--- src/rtl/logic_op_if.sv ---
// Command/result bus for logic_op_unit: command handshake in, buffered result handshake out.
interface logic_op_if;
    logic       in_valid;
    logic       in_ready;
    logic [2:0] op;
    logic [3:0] a;
    logic [3:0] b;
    logic       out_valid;
    logic       out_ready;
    logic [3:0] r;
    logic       zf;
    logic       err;
    logic       pf;
    logic [7:0] cnt;

    modport master (
        output in_valid, op, a, b, out_ready,
        input  in_ready, out_valid, r, zf, err, pf, cnt
    );

    modport slave (
        input  in_valid, op, a, b, out_ready,
        output in_ready, out_valid, r, zf, err, pf, cnt
    );
endinterface

--- src/rtl/logic_op_unit.sv ---
// 4-bit bitwise logic unit feeding a DEPTH-entry result FIFO with flags.
// Optional macro LOGIC_OP_PARITY_EN stores an even-parity bit per entry on pf.
module logic_op_unit #(
    parameter int DEPTH = 2
) (
    input  logic    clk,
    input  logic    rst_n,
    logic_op_if.slave bus
);
    localparam int AW = (DEPTH > 1) ? $clog2(DEPTH) : 1;
    localparam int OW = AW + 1;
`ifdef LOGIC_OP_PARITY_EN
    localparam int EW = 7;
`else
    localparam int EW = 6;
`endif

    logic [EW-1:0] mem [DEPTH];
    logic [AW-1:0] wr_ptr, rd_ptr;
    logic [OW-1:0] occ;
    logic          started;
    logic [7:0]    cnt_q;
    logic [3:0]    res;
    logic          illegal;
    logic [EW-1:0] entry, head;
    logic          in_ready_i, out_valid_i, push, pop;

    always_comb begin
        res     = 4'd0;
        illegal = 1'b0;
        case (bus.op)
            3'b000:  res = bus.a & bus.b;
            3'b001:  res = bus.a | bus.b;
            3'b010:  res = bus.a ^ bus.b;
            3'b011:  res = ~(bus.a ^ bus.b);
            3'b100:  res = ~bus.a;
            default: illegal = 1'b1;
        endcase
    end

`ifdef LOGIC_OP_PARITY_EN
    assign entry = {res, (res == 4'd0), illegal, ^res};
`else
    assign entry = {res, (res == 4'd0), illegal};
`endif

    // in_ready comes from registered state only; started keeps it low until
    // the first edge after reset release.
    assign in_ready_i  = started && (occ < OW'(DEPTH));
    assign out_valid_i = (occ != '0);
    assign push        = bus.in_valid && in_ready_i;
    assign pop         = out_valid_i && bus.out_ready;

    always_ff @(posedge clk or negedge rst_n) begin
        if (!rst_n) begin
            started <= 1'b0;
            occ     <= '0;
            wr_ptr  <= '0;
            rd_ptr  <= '0;
            cnt_q   <= 8'd0;
        end else begin
            started <= 1'b1;
            if (push) wr_ptr <= wr_ptr + AW'(1);
            if (pop) begin
                rd_ptr <= rd_ptr + AW'(1);
                cnt_q  <= cnt_q + 8'd1;
            end
            case ({push, pop})
                2'b10:   occ <= occ + OW'(1);
                2'b01:   occ <= occ - OW'(1);
                default: occ <= occ;
            endcase
        end
    end

    // Storage is not reset; an empty buffer masks the head to zero instead.
    always_ff @(posedge clk) begin
        if (push) mem[wr_ptr] <= entry;
    end

    assign head = out_valid_i ? mem[rd_ptr] : '0;

    assign bus.in_ready  = in_ready_i;
    assign bus.out_valid = out_valid_i;
    assign bus.r         = head[EW-1 -: 4];
    assign bus.zf        = head[EW-5];
    assign bus.err       = head[EW-6];
    assign bus.cnt       = cnt_q;
`ifdef LOGIC_OP_PARITY_EN
    assign bus.pf        = head[0];
`else
    assign bus.pf        = 1'b0;
`endif
endmodule

--- src/flat_wrapper.sv ---
// flat-port wrapper written by rule: the top's interface ports become plain ports
module logic_op_unit_flat 
#(
    parameter int DEPTH = 2
)
  (clk, rst_n, bus_in_valid, bus_op, bus_a, bus_b, bus_out_ready, bus_in_ready, bus_out_valid, bus_r, bus_zf, bus_err, bus_pf, bus_cnt);
  logic_op_if bus_i ();
  input  logic clk;
  input  logic rst_n;
  input wire logic [$bits(bus_i.in_valid)-1:0] bus_in_valid;
  input wire logic [$bits(bus_i.op)-1:0] bus_op;
  input wire logic [$bits(bus_i.a)-1:0] bus_a;
  input wire logic [$bits(bus_i.b)-1:0] bus_b;
  input wire logic [$bits(bus_i.out_ready)-1:0] bus_out_ready;
  output wire logic [$bits(bus_i.in_ready)-1:0] bus_in_ready;
  output wire logic [$bits(bus_i.out_valid)-1:0] bus_out_valid;
  output wire logic [$bits(bus_i.r)-1:0] bus_r;
  output wire logic [$bits(bus_i.zf)-1:0] bus_zf;
  output wire logic [$bits(bus_i.err)-1:0] bus_err;
  output wire logic [$bits(bus_i.pf)-1:0] bus_pf;
  output wire logic [$bits(bus_i.cnt)-1:0] bus_cnt;
  assign bus_i.in_valid = bus_in_valid;
  assign bus_i.op = bus_op;
  assign bus_i.a = bus_a;
  assign bus_i.b = bus_b;
  assign bus_i.out_ready = bus_out_ready;
  assign bus_in_ready = bus_i.in_ready;
  assign bus_out_valid = bus_i.out_valid;
  assign bus_r = bus_i.r;
  assign bus_zf = bus_i.zf;
  assign bus_err = bus_i.err;
  assign bus_pf = bus_i.pf;
  assign bus_cnt = bus_i.cnt;
  logic_op_unit #(.DEPTH(DEPTH)) u_core (.clk(clk), .rst_n(rst_n), .bus(bus_i));
endmodule
--- config.mk ---
export PLATFORM = sky130hd
export DESIGN_NAME = logic_op_unit_flat
export DESIGN_NICKNAME = d
export VERILOG_FILES = /design/src/rtl/logic_op_if.sv /design/src/rtl/logic_op_unit.sv /design/src/flat_wrapper.sv
export SDC_FILE = /design/constraint.sdc
export NUM_CORES = 1
export LEC_CHECK = 0
export BUFFER_PORTS_ARGS = -buffer_cell sky130_fd_sc_hd__buf_2
export CAP_MARGIN = 40
export CORE_ASPECT_RATIO = 1.1
export CORE_MARGIN = 4
export CORE_UTILIZATION = 49
export CTS_CLUSTER_DIAMETER = 50
export DETAILED_ROUTE_END_ITERATION = 12
export GPL_TIMING_DRIVEN = 1
export PLACE_DENSITY = 0.74
export SETUP_SLACK_MARGIN = 0.15
export SYNTH_ARGS = -nofsm -noshare
export SYNTH_HDL_FRONTEND = slang
export SYNTH_SLANG_ARGS = --single-unit
--- constraint.sdc ---
create_clock -name clk -period 2.9 [get_ports clk]
set_clock_uncertainty 0.2 [all_clocks]
set_input_delay 0.29 -clock clk [delete_from_list [all_inputs] [get_ports clk]]
set_output_delay 0.29 -clock clk [all_outputs]
set_load 0.02 [all_outputs]
==> flow_summary.yaml, run 1 <==
outcome:
  run_status: "finished clean"
synthesis:
  synth_fp_nets: 150
  synthDistinctLibCells: 34
  synth-edff-count: 12
  ys_ff_latch: 25
  area_contributors_post_synth: "sky130_fd_sc_hd__edfxtp_1 (26%), sky130_fd_sc_hd__dfrtp_1 (23%), sky130_fd_sc_hd__ha_1 (8.9%)"
  synth_top_area_share: 0.258
  synthesis.area_per_instance_sq_um: 11.2
  mappedNetlistArea_sq_mm: 0.00140
  synth_top_cell_by_area: "sky130_fd_sc_hd__edfxtp_1"
  synth-warning-count: 0
  ys_seq_area_frac: 0.490
  synth_ff_type: "sky130_fd_sc_hd__dfrtp_1"
  postSynth.asyncResetShare: 0.520
  postSynthCellCount: 125
detailed_routing:
  average_vias_per_placed_instance: 5.03
  drt_first_iter_violations: 16
  wire_per_inst_microns: 11.7
  drc: 0
  drt_wl_total_mm: 2.20
  drt_first_pass_iters: 2
  vias: 946
  ant_nets: 0
critical_path:
  timing.critical_path.from_type: "register"
  critPathMaxFanout: 7
  path_common_cell: "sky130_fd_sc_hd__nor2_1"
  crit_path_cell_chain: "nor2_1 -> nor2_1 -> buf_2"
  critical_path_required_ns: 2.41
  worst-setup-path-type: "register to output pin"
  max_stage_delay_ns: 0.48
  cp_top_family: "simple AND/OR/NAND/NOR gates"
  worstPathBufferInverterCount: 1
  cp.arrival_ns: 1.50
  slowest_stage: "sky130_fd_sc_hd__dfrtp_1"
  type_of_destination_of_the_critical_path: "output pin"
timing:
  timing.final.crit_period_ns: 1.99
  hold_ws_ns: 0.0744
  post-route-period-util: 0.685
  hold_viol: 0
  setup_tns_ns: 0
  rsz0062_at_grt: "false"
  fmaxAchievable_ghz: 0.503
  maxSlewViolCount: 0
  timing.final.ws_setup_ns: 0.913
  setup_viol: 0
clocking:
  cts_made_buffers: 3
  post_cts.resized_instances: 0
  cts.path.max_buffers: 2
  post_cts_buffers: 0
  cts_num_sinks: 25
  root_buffer: "sky130_fd_sc_hd__clkbuf_4"
  clock_tree.htree_level_count: 1
  tritoncts: "built"
  cts.reportedPaths.clkPinSlew_ns: 0.14
  worst_skew_pair.late_latency_ns: 0.32
worst_hold_path:
  worst_hold_path_type: "input port to register"
power_and_ir_drop:
  cell_internal_pwr_mw: 0.734
  power_density_mw_per_mm2: 784
  p_sw_frac: 0.408
  power_mw: 1.24
  power.sequential.fraction: 0.466
  total_leakage_power_nw: 0.756
  pwr-share-clk: 0.121
  combinational_share_of_power: 0.413
  power.net_switching_mw: 0.506
  vdd.ir_drop.worst_uv: 442
placed_design:
  dp_hpwl_mm: 1.77
  placement.io_buffers: 30
  gp_congestion: 0.787
  preCtsSetupSlack_ns: 1.02
floorplanning:
  die_h_microns: 64.0
  floorplan.die_area_sq_mm: 0.00377
  initial_utilization: 0.508
  placeableCoreArea_sq_mm: 0.00275
  rows: 20
  num_io_pins: 32
  die_width_microns: 58.9
layout:
  antenna_cells_inserted: 0
  fillCellCount: 250
  final_nets: 181
  drive_above_1_share: 0.252
  layout-area-overhead-vs-synth_pct: 13.1
  utilization: 0.575
grt:
  grt_antenna_before_repair: 0
  number_of_global_route_vias_before_repair: 959
  wire_length_of_the_first_global_routing_pass_mm: 3.91
  grt-ovfl-total: 0
  grt_start_max_net_pins: 15
  groute.usage.overall: 0.133
job:
  max-cap-violations: 0
cells by family (layout without fill, tap and decap cells):
family | after synthesis | after routing | synth area share
and+or+nand+nor | 39 | 39 | 0.149
buffers and inverters | 15 | 45 | 0.0590
adders and majority gates | 10 | 10 | 0.0894
muxes | 9 | 9 | 0.0644
xor gates and xnor gates | 12 | 12 | 0.0751
AOI/OAI and AO/OA | 13 | 13 | 0.0671
other | 2 | 2 | 0.00537
DFF | 25 | 25 | 0.490
sequential cells by signal, indices dropped and copies added (netlist names):
signal / count
u_core.started: 1
u_core.mem: 12
u_core.bus.cnt: 8
u_core.wr_ptr: 1
u_core.rd_ptr: 1
u_core.occ: 2
per-layer routing:
| metal | GRT usage | part of all wire |
|---|---|---|
| met5 | 0 | 0 |
| met4 | 0.0595 | 0.017 |
| met3 | 0.0182 | 0.057 |
| met2 | 0.243 | 0.51 |
| met1 | 0.146 | 0.42 |
layout by cell type, fill, tap and decap left out, types with 2 or more instances in the layout:
master                     Yosys  final
sky130_fd_sc_hd__buf_2         0     30
sky130_fd_sc_hd__nor2_1       13     13
sky130_fd_sc_hd__dfrtp_1      13     13
sky130_fd_sc_hd__edfxtp_1     12     12
sky130_fd_sc_hd__ha_1         10     10
sky130_fd_sc_hd__inv_1         9      9
sky130_fd_sc_hd__mux2i_1       9      9
sky130_fd_sc_hd__xnor2_1       9      9
sky130_fd_sc_hd__nand2_1       7      7
sky130_fd_sc_hd__a21oi_1       4      4
sky130_fd_sc_hd__nor2b_1       3      3
sky130_fd_sc_hd__o21ai_0       3      3
sky130_fd_sc_hd__xor2_1        3      3
sky130_fd_sc_hd__clkbuf_4      0      3
sky130_fd_sc_hd__and3b_1       2      2
sky130_fd_sc_hd__nand3b_1      2      2
sky130_fd_sc_hd__and3_1        2      2
sky130_fd_sc_hd__nand4_1       2      2
sky130_fd_sc_hd__nand3_1       2      2
sky130_fd_sc_hd__conb_1        2      2
repair_timing:
| action | in CTS | in global routing |
|---|---|---|
| setup endpoints to repair | 0 | 0 |
| hold endpoints to repair | 13 | 0 |
| hold buffers | 1 | 0 |
synth_stat cells (2+ instances only):
| cell | instances |
|---|---|
| sky130_fd_sc_hd__edfxtp_1 | 12 |
| sky130_fd_sc_hd__and3_1 | 2 |
| sky130_fd_sc_hd__inv_1 | 9 |
| sky130_fd_sc_hd__dfrtp_1 | 13 |
| sky130_fd_sc_hd__and3b_1 | 2 |
| sky130_fd_sc_hd__conb_1 | 2 |
| sky130_fd_sc_hd__nand3_1 | 2 |
| sky130_fd_sc_hd__nor2b_1 | 3 |
| sky130_fd_sc_hd__ha_1 | 10 |
| sky130_fd_sc_hd__a21oi_1 | 4 |
| sky130_fd_sc_hd__xor2_1 | 3 |
| sky130_fd_sc_hd__xnor2_1 | 9 |
| sky130_fd_sc_hd__o21ai_0 | 3 |
| sky130_fd_sc_hd__nand2_1 | 7 |
| sky130_fd_sc_hd__mux2i_1 | 9 |
| sky130_fd_sc_hd__nand3b_1 | 2 |
| sky130_fd_sc_hd__buf_6 | 3 |
| sky130_fd_sc_hd__nor2_1 | 13 |
| sky130_fd_sc_hd__nand4_1 | 2 |
power groups by stage:
stage                     sequential [mW]  clock (mW)  combinational (mW)
final                               0.577       0.150               0.512
after global routing                0.592       0.170               0.572
after CTS                           0.579       0.155               0.522
after detailed placement            0.587           0               0.518
after global placement              0.579           0               0.506
after floorplan                     0.602           0               0.344
worst register-to-register path, delay by kind of cell, from the launching register on:
family / cells / cell delay [ns]
DFF: 1 / 0.47
and+or+nand+nor: 3 / 0.73
metrics by stage:
stage / instances / cell area [sq um]
final: 188 / 1580
after floorplan: 125 / 1400
after detailed placement: 183 / 1550
after CTS: 188 / 1580
after global placement: 183 / 1550
after global routing: 188 / 1580
path summary, 6_finish.rpt:
kind / slack, ns / to / start / cells past startpoint
worst max-delay path: 0.91 / bus_r[3] / u_core.occ[0]$_DFFE_PN0P_ / 3
worst min-delay path: 0.07 / u_core.bus.cnt[0]$_DFFE_PN0P_ / bus_out_ready / 3
worst max register to register: 1.15 / u_core.mem[0][2]$_DFFE_PP_ / u_core.occ[1]$_DFFE_PN0P_ / 3
worst min register to register: 0.27 / u_core.bus.cnt[7]$_DFFE_PN0P_ / u_core.bus.cnt[7]$_DFFE_PN0P_ / 1
max in group asynchronous: 2.09 / u_core.bus.cnt[5]$_DFFE_PN0P_ / rst_n / 2
min in group asynchronous: 0.17 / u_core.bus.cnt[3]$_DFFE_PN0P_ / rst_n / 2
cell type report:
type / count / area, sq um / area share
Sequential cell: 25 / 686 / 0.434
Multi-Input combinational cell: 85 / 631 / 0.399
Timing Repair Buffer: 31 / 160 / 0.101
Tap cell: 33 / 41.3 / 0.0261
Inverter: 10 / 37.5 / 0.0237
Clock buffer: 4 / 26.3 / 0.0166
(Power assumes the default switching activity.)
==> run 2, diff against run 1 <==
==> constraint.sdc (replaced) <==
create_clock -name clk -period 2 [get_ports clk]
set_clock_uncertainty 0.2 [all_clocks]
set_input_delay 0.2 -clock clk [delete_from_list [all_inputs] [get_ports clk]]
set_output_delay 0.2 -clock clk [all_outputs]
set_load 0.02 [all_outputs]
==> run 2 against run 1 <==
Wire length increased by 5.6%; cell area increased by 1.4%; largest power group unchanged; register-to-register slack got worse by 0.85 ns.
==> flow_summary.yaml, run 2 (synthesized netlist as in run 1, its figures left out) <==
clocking:
  cts_num_sinks: 25
  clock_tree.htree_level_count: 1
  tritoncts: "built"
  root_buffer: "sky130_fd_sc_hd__clkbuf_4"
  cts.reportedPaths.clkPinSlew_ns: 0.13
  worst_skew_pair.late_latency_ns: 0.31
  cts.path.max_buffers: 2
  cts_made_buffers: 3
floorplanning:
  floorplan.die_area_sq_mm: 0.00377
  die_width_microns: 58.9
  initial_utilization: 0.508
  num_io_pins: 32
  placeableCoreArea_sq_mm: 0.00275
  rows: 20
  die_h_microns: 64.0
critical_path:
  critical_path_required_ns: 1.60
  worstPathBufferInverterCount: 1
  type_of_destination_of_the_critical_path: "output pin"
  worst-setup-path-type: "register to output pin"
  slowest_stage: "sky130_fd_sc_hd__dfrtp_1"
  timing.critical_path.from_type: "register"
  cp.arrival_ns: 1.35
  cp_top_family: "flip-flops"
  critPathMaxFanout: 7
  max_stage_delay_ns: 0.48
  crit_path_cell_chain: "nor2_2 -> nor2_1 -> buf_2"
timing:
  setup_tns_ns: 0
  hold_viol: 0
  post-route-period-util: 0.875
  maxSlewViolCount: 0
  rsz0062_at_grt: "false"
  setup_viol: 0
  fmaxAchievable_ghz: 0.572
  timing.final.crit_period_ns: 1.75
detailed_routing:
  ant_nets: 0
  drt_first_iter_violations: 9
  drt_wl_total_mm: 2.33
  average_vias_per_placed_instance: 5.24
  drc: 0
  drt_first_pass_iters: 4
  wire_per_inst_microns: 12.2
  vias: 996
layout:
  layout-area-overhead-vs-synth_pct: 14.7
  antenna_cells_inserted: 0
  mostFrequentLayoutCell: "sky130_fd_sc_hd__buf_2"
  top_register: "u_core.mem"
  final_nets: 183
  layout.cells.most_common_list: "sky130_fd_sc_hd__buf_2 (30), sky130_fd_sc_hd__dfrtp_1 (13), sky130_fd_sc_hd__nor2_1 (12), sky130_fd_sc_hd__edfxtp_1 (12), sky130_fd_sc_hd__ha_1 (10)"
  fillCellCount: 247
  largest_register_ffs: 12
  drive_above_1_share: 0.268
  design_area_sq_mm: 0.00160
grt:
  groute.usage.overall: 0.138
  grt_antenna_before_repair: 0
  grt-ovfl-total: 0
  wire_length_of_the_first_global_routing_pass_mm: 3.93
  grt_start_max_net_pins: 15
  number_of_global_route_vias_before_repair: 990
placed_design:
  dp_hpwl_mm: 1.86
  gp_congestion: 0.810
  placement.io_buffers: 30
  dpl_cell_area_sq_mm: 0.00156
power_and_ir_drop:
  total_leakage_power_nw: 0.767
  power_density_mw_per_mm2: 1130
  vdd.ir_drop.worst_uv: 847
outcome:
  run_status: "finished clean"
job:
  max-cap-violations: 0
worst_hold_path:
  worst_hold_path_type: "input port to register"
-- run 2: cell count changes in the layout (fill, tap and decap cells not counted), sizes merged --
cell and change:
dlygate4sd3 +1, buf +1
-- run 2: layout make-up --
type / count / area [sq um] / area share
multi-input cells: 85 / 636 / 0.396
clock buffers: 4 / 26.3 / 0.0164
repair buffers: 33 / 178 / 0.111
inverters: 10 / 37.5 / 0.0234
flip-flops and latches: 25 / 686 / 0.427
well taps: 33 / 41.3 / 0.0257
-- run 2: timing repair --
item                                    in CTS  in global routing
resized for setup                            1                  0
hold buffers                                 2                  0
endpoints found under the hold margin       14                  0
endpoints found under the setup margin       6                  0
buffers inserted                             0                  0
-- run 2: path summary, 6_finish.rpt --
path,endpoint,cells past startpoint,slack [ns],from
max,bus_err,3,0.25,u_core.occ[0]$_DFFE_PN0P_
min,u_core.wr_ptr$_DFFE_PN0P_,3,0.01,bus_in_valid
max reg2reg,u_core.occ[1]$_DFFE_PN0P_,5,0.30,u_core.occ[0]$_DFFE_PN0P_
min reg2reg,u_core.bus.cnt[7]$_DFFE_PN0P_,1,0.27,u_core.bus.cnt[7]$_DFFE_PN0P_
max in group asynchronous,u_core.rd_ptr$_DFFE_PN0P_,2,1.28,rst_n
min in group asynchronous,u_core.bus.cnt[2]$_DFFE_PN0P_,2,0.09,rst_n
-- run 2: worst reg2reg max path, stage by stage, from the launching register on --
cell	delay, ns
sky130_fd_sc_hd__dfrtp_1	0.48
sky130_fd_sc_hd__o21ai_4	0.27
sky130_fd_sc_hd__inv_2	0.09
sky130_fd_sc_hd__ha_1	0.32
sky130_fd_sc_hd__nor2_1	0.14
sky130_fd_sc_hd__xor2_1	0.15
-- run 2: stage by stage --
stage / cells / util / hold WS (ns) / setup slack [ns] / power, mW
6_report: 190 / 0.583 / 0.0123 / 0.250 / 1.82
5_1_grt: 190 / 0.583 / 0.0116 / 0.153 / 1.94
4_1_cts: 190 / 0.583 / 0.00284 / 0.226 / 1.84
3_5_place_dp: 184 / 0.565 / -0.0979 / 0.176 / 1.61
3_3_place_gp: 184 / 0.565 / -0.105 / 0.263 / 1.58
2_1_floorplan: 125 / - / -0.296 / 0.298 / 1.37
-- run 2: power breakdown --
part | switching (mW) | internal, mW | total (mW) | leakage, nW
clock | 0.136 | 0.0778 | 0.214 | 0.0150
sequential | 0.167 | 0.677 | 0.844 | 0.271
combinational | 0.440 | 0.317 | 0.758 | 0.481
total | 0.743 | 1.07 | 1.82 | 0.767
-- run 2: layer usage --
| metal | up-vias | part of all wire | track usage |
|---|---|---|---|
| met2 | 26 | 0.55 | 0.276 |
| met1 | 479 | 0.37 | 0.124 |
| li1 | 487 | - | - |
| met3 | 4 | 0.058 | 0.0202 |
| met5 | - | 0 | 0 |
| met4 | 0 | 0.022 | 0.0765 |
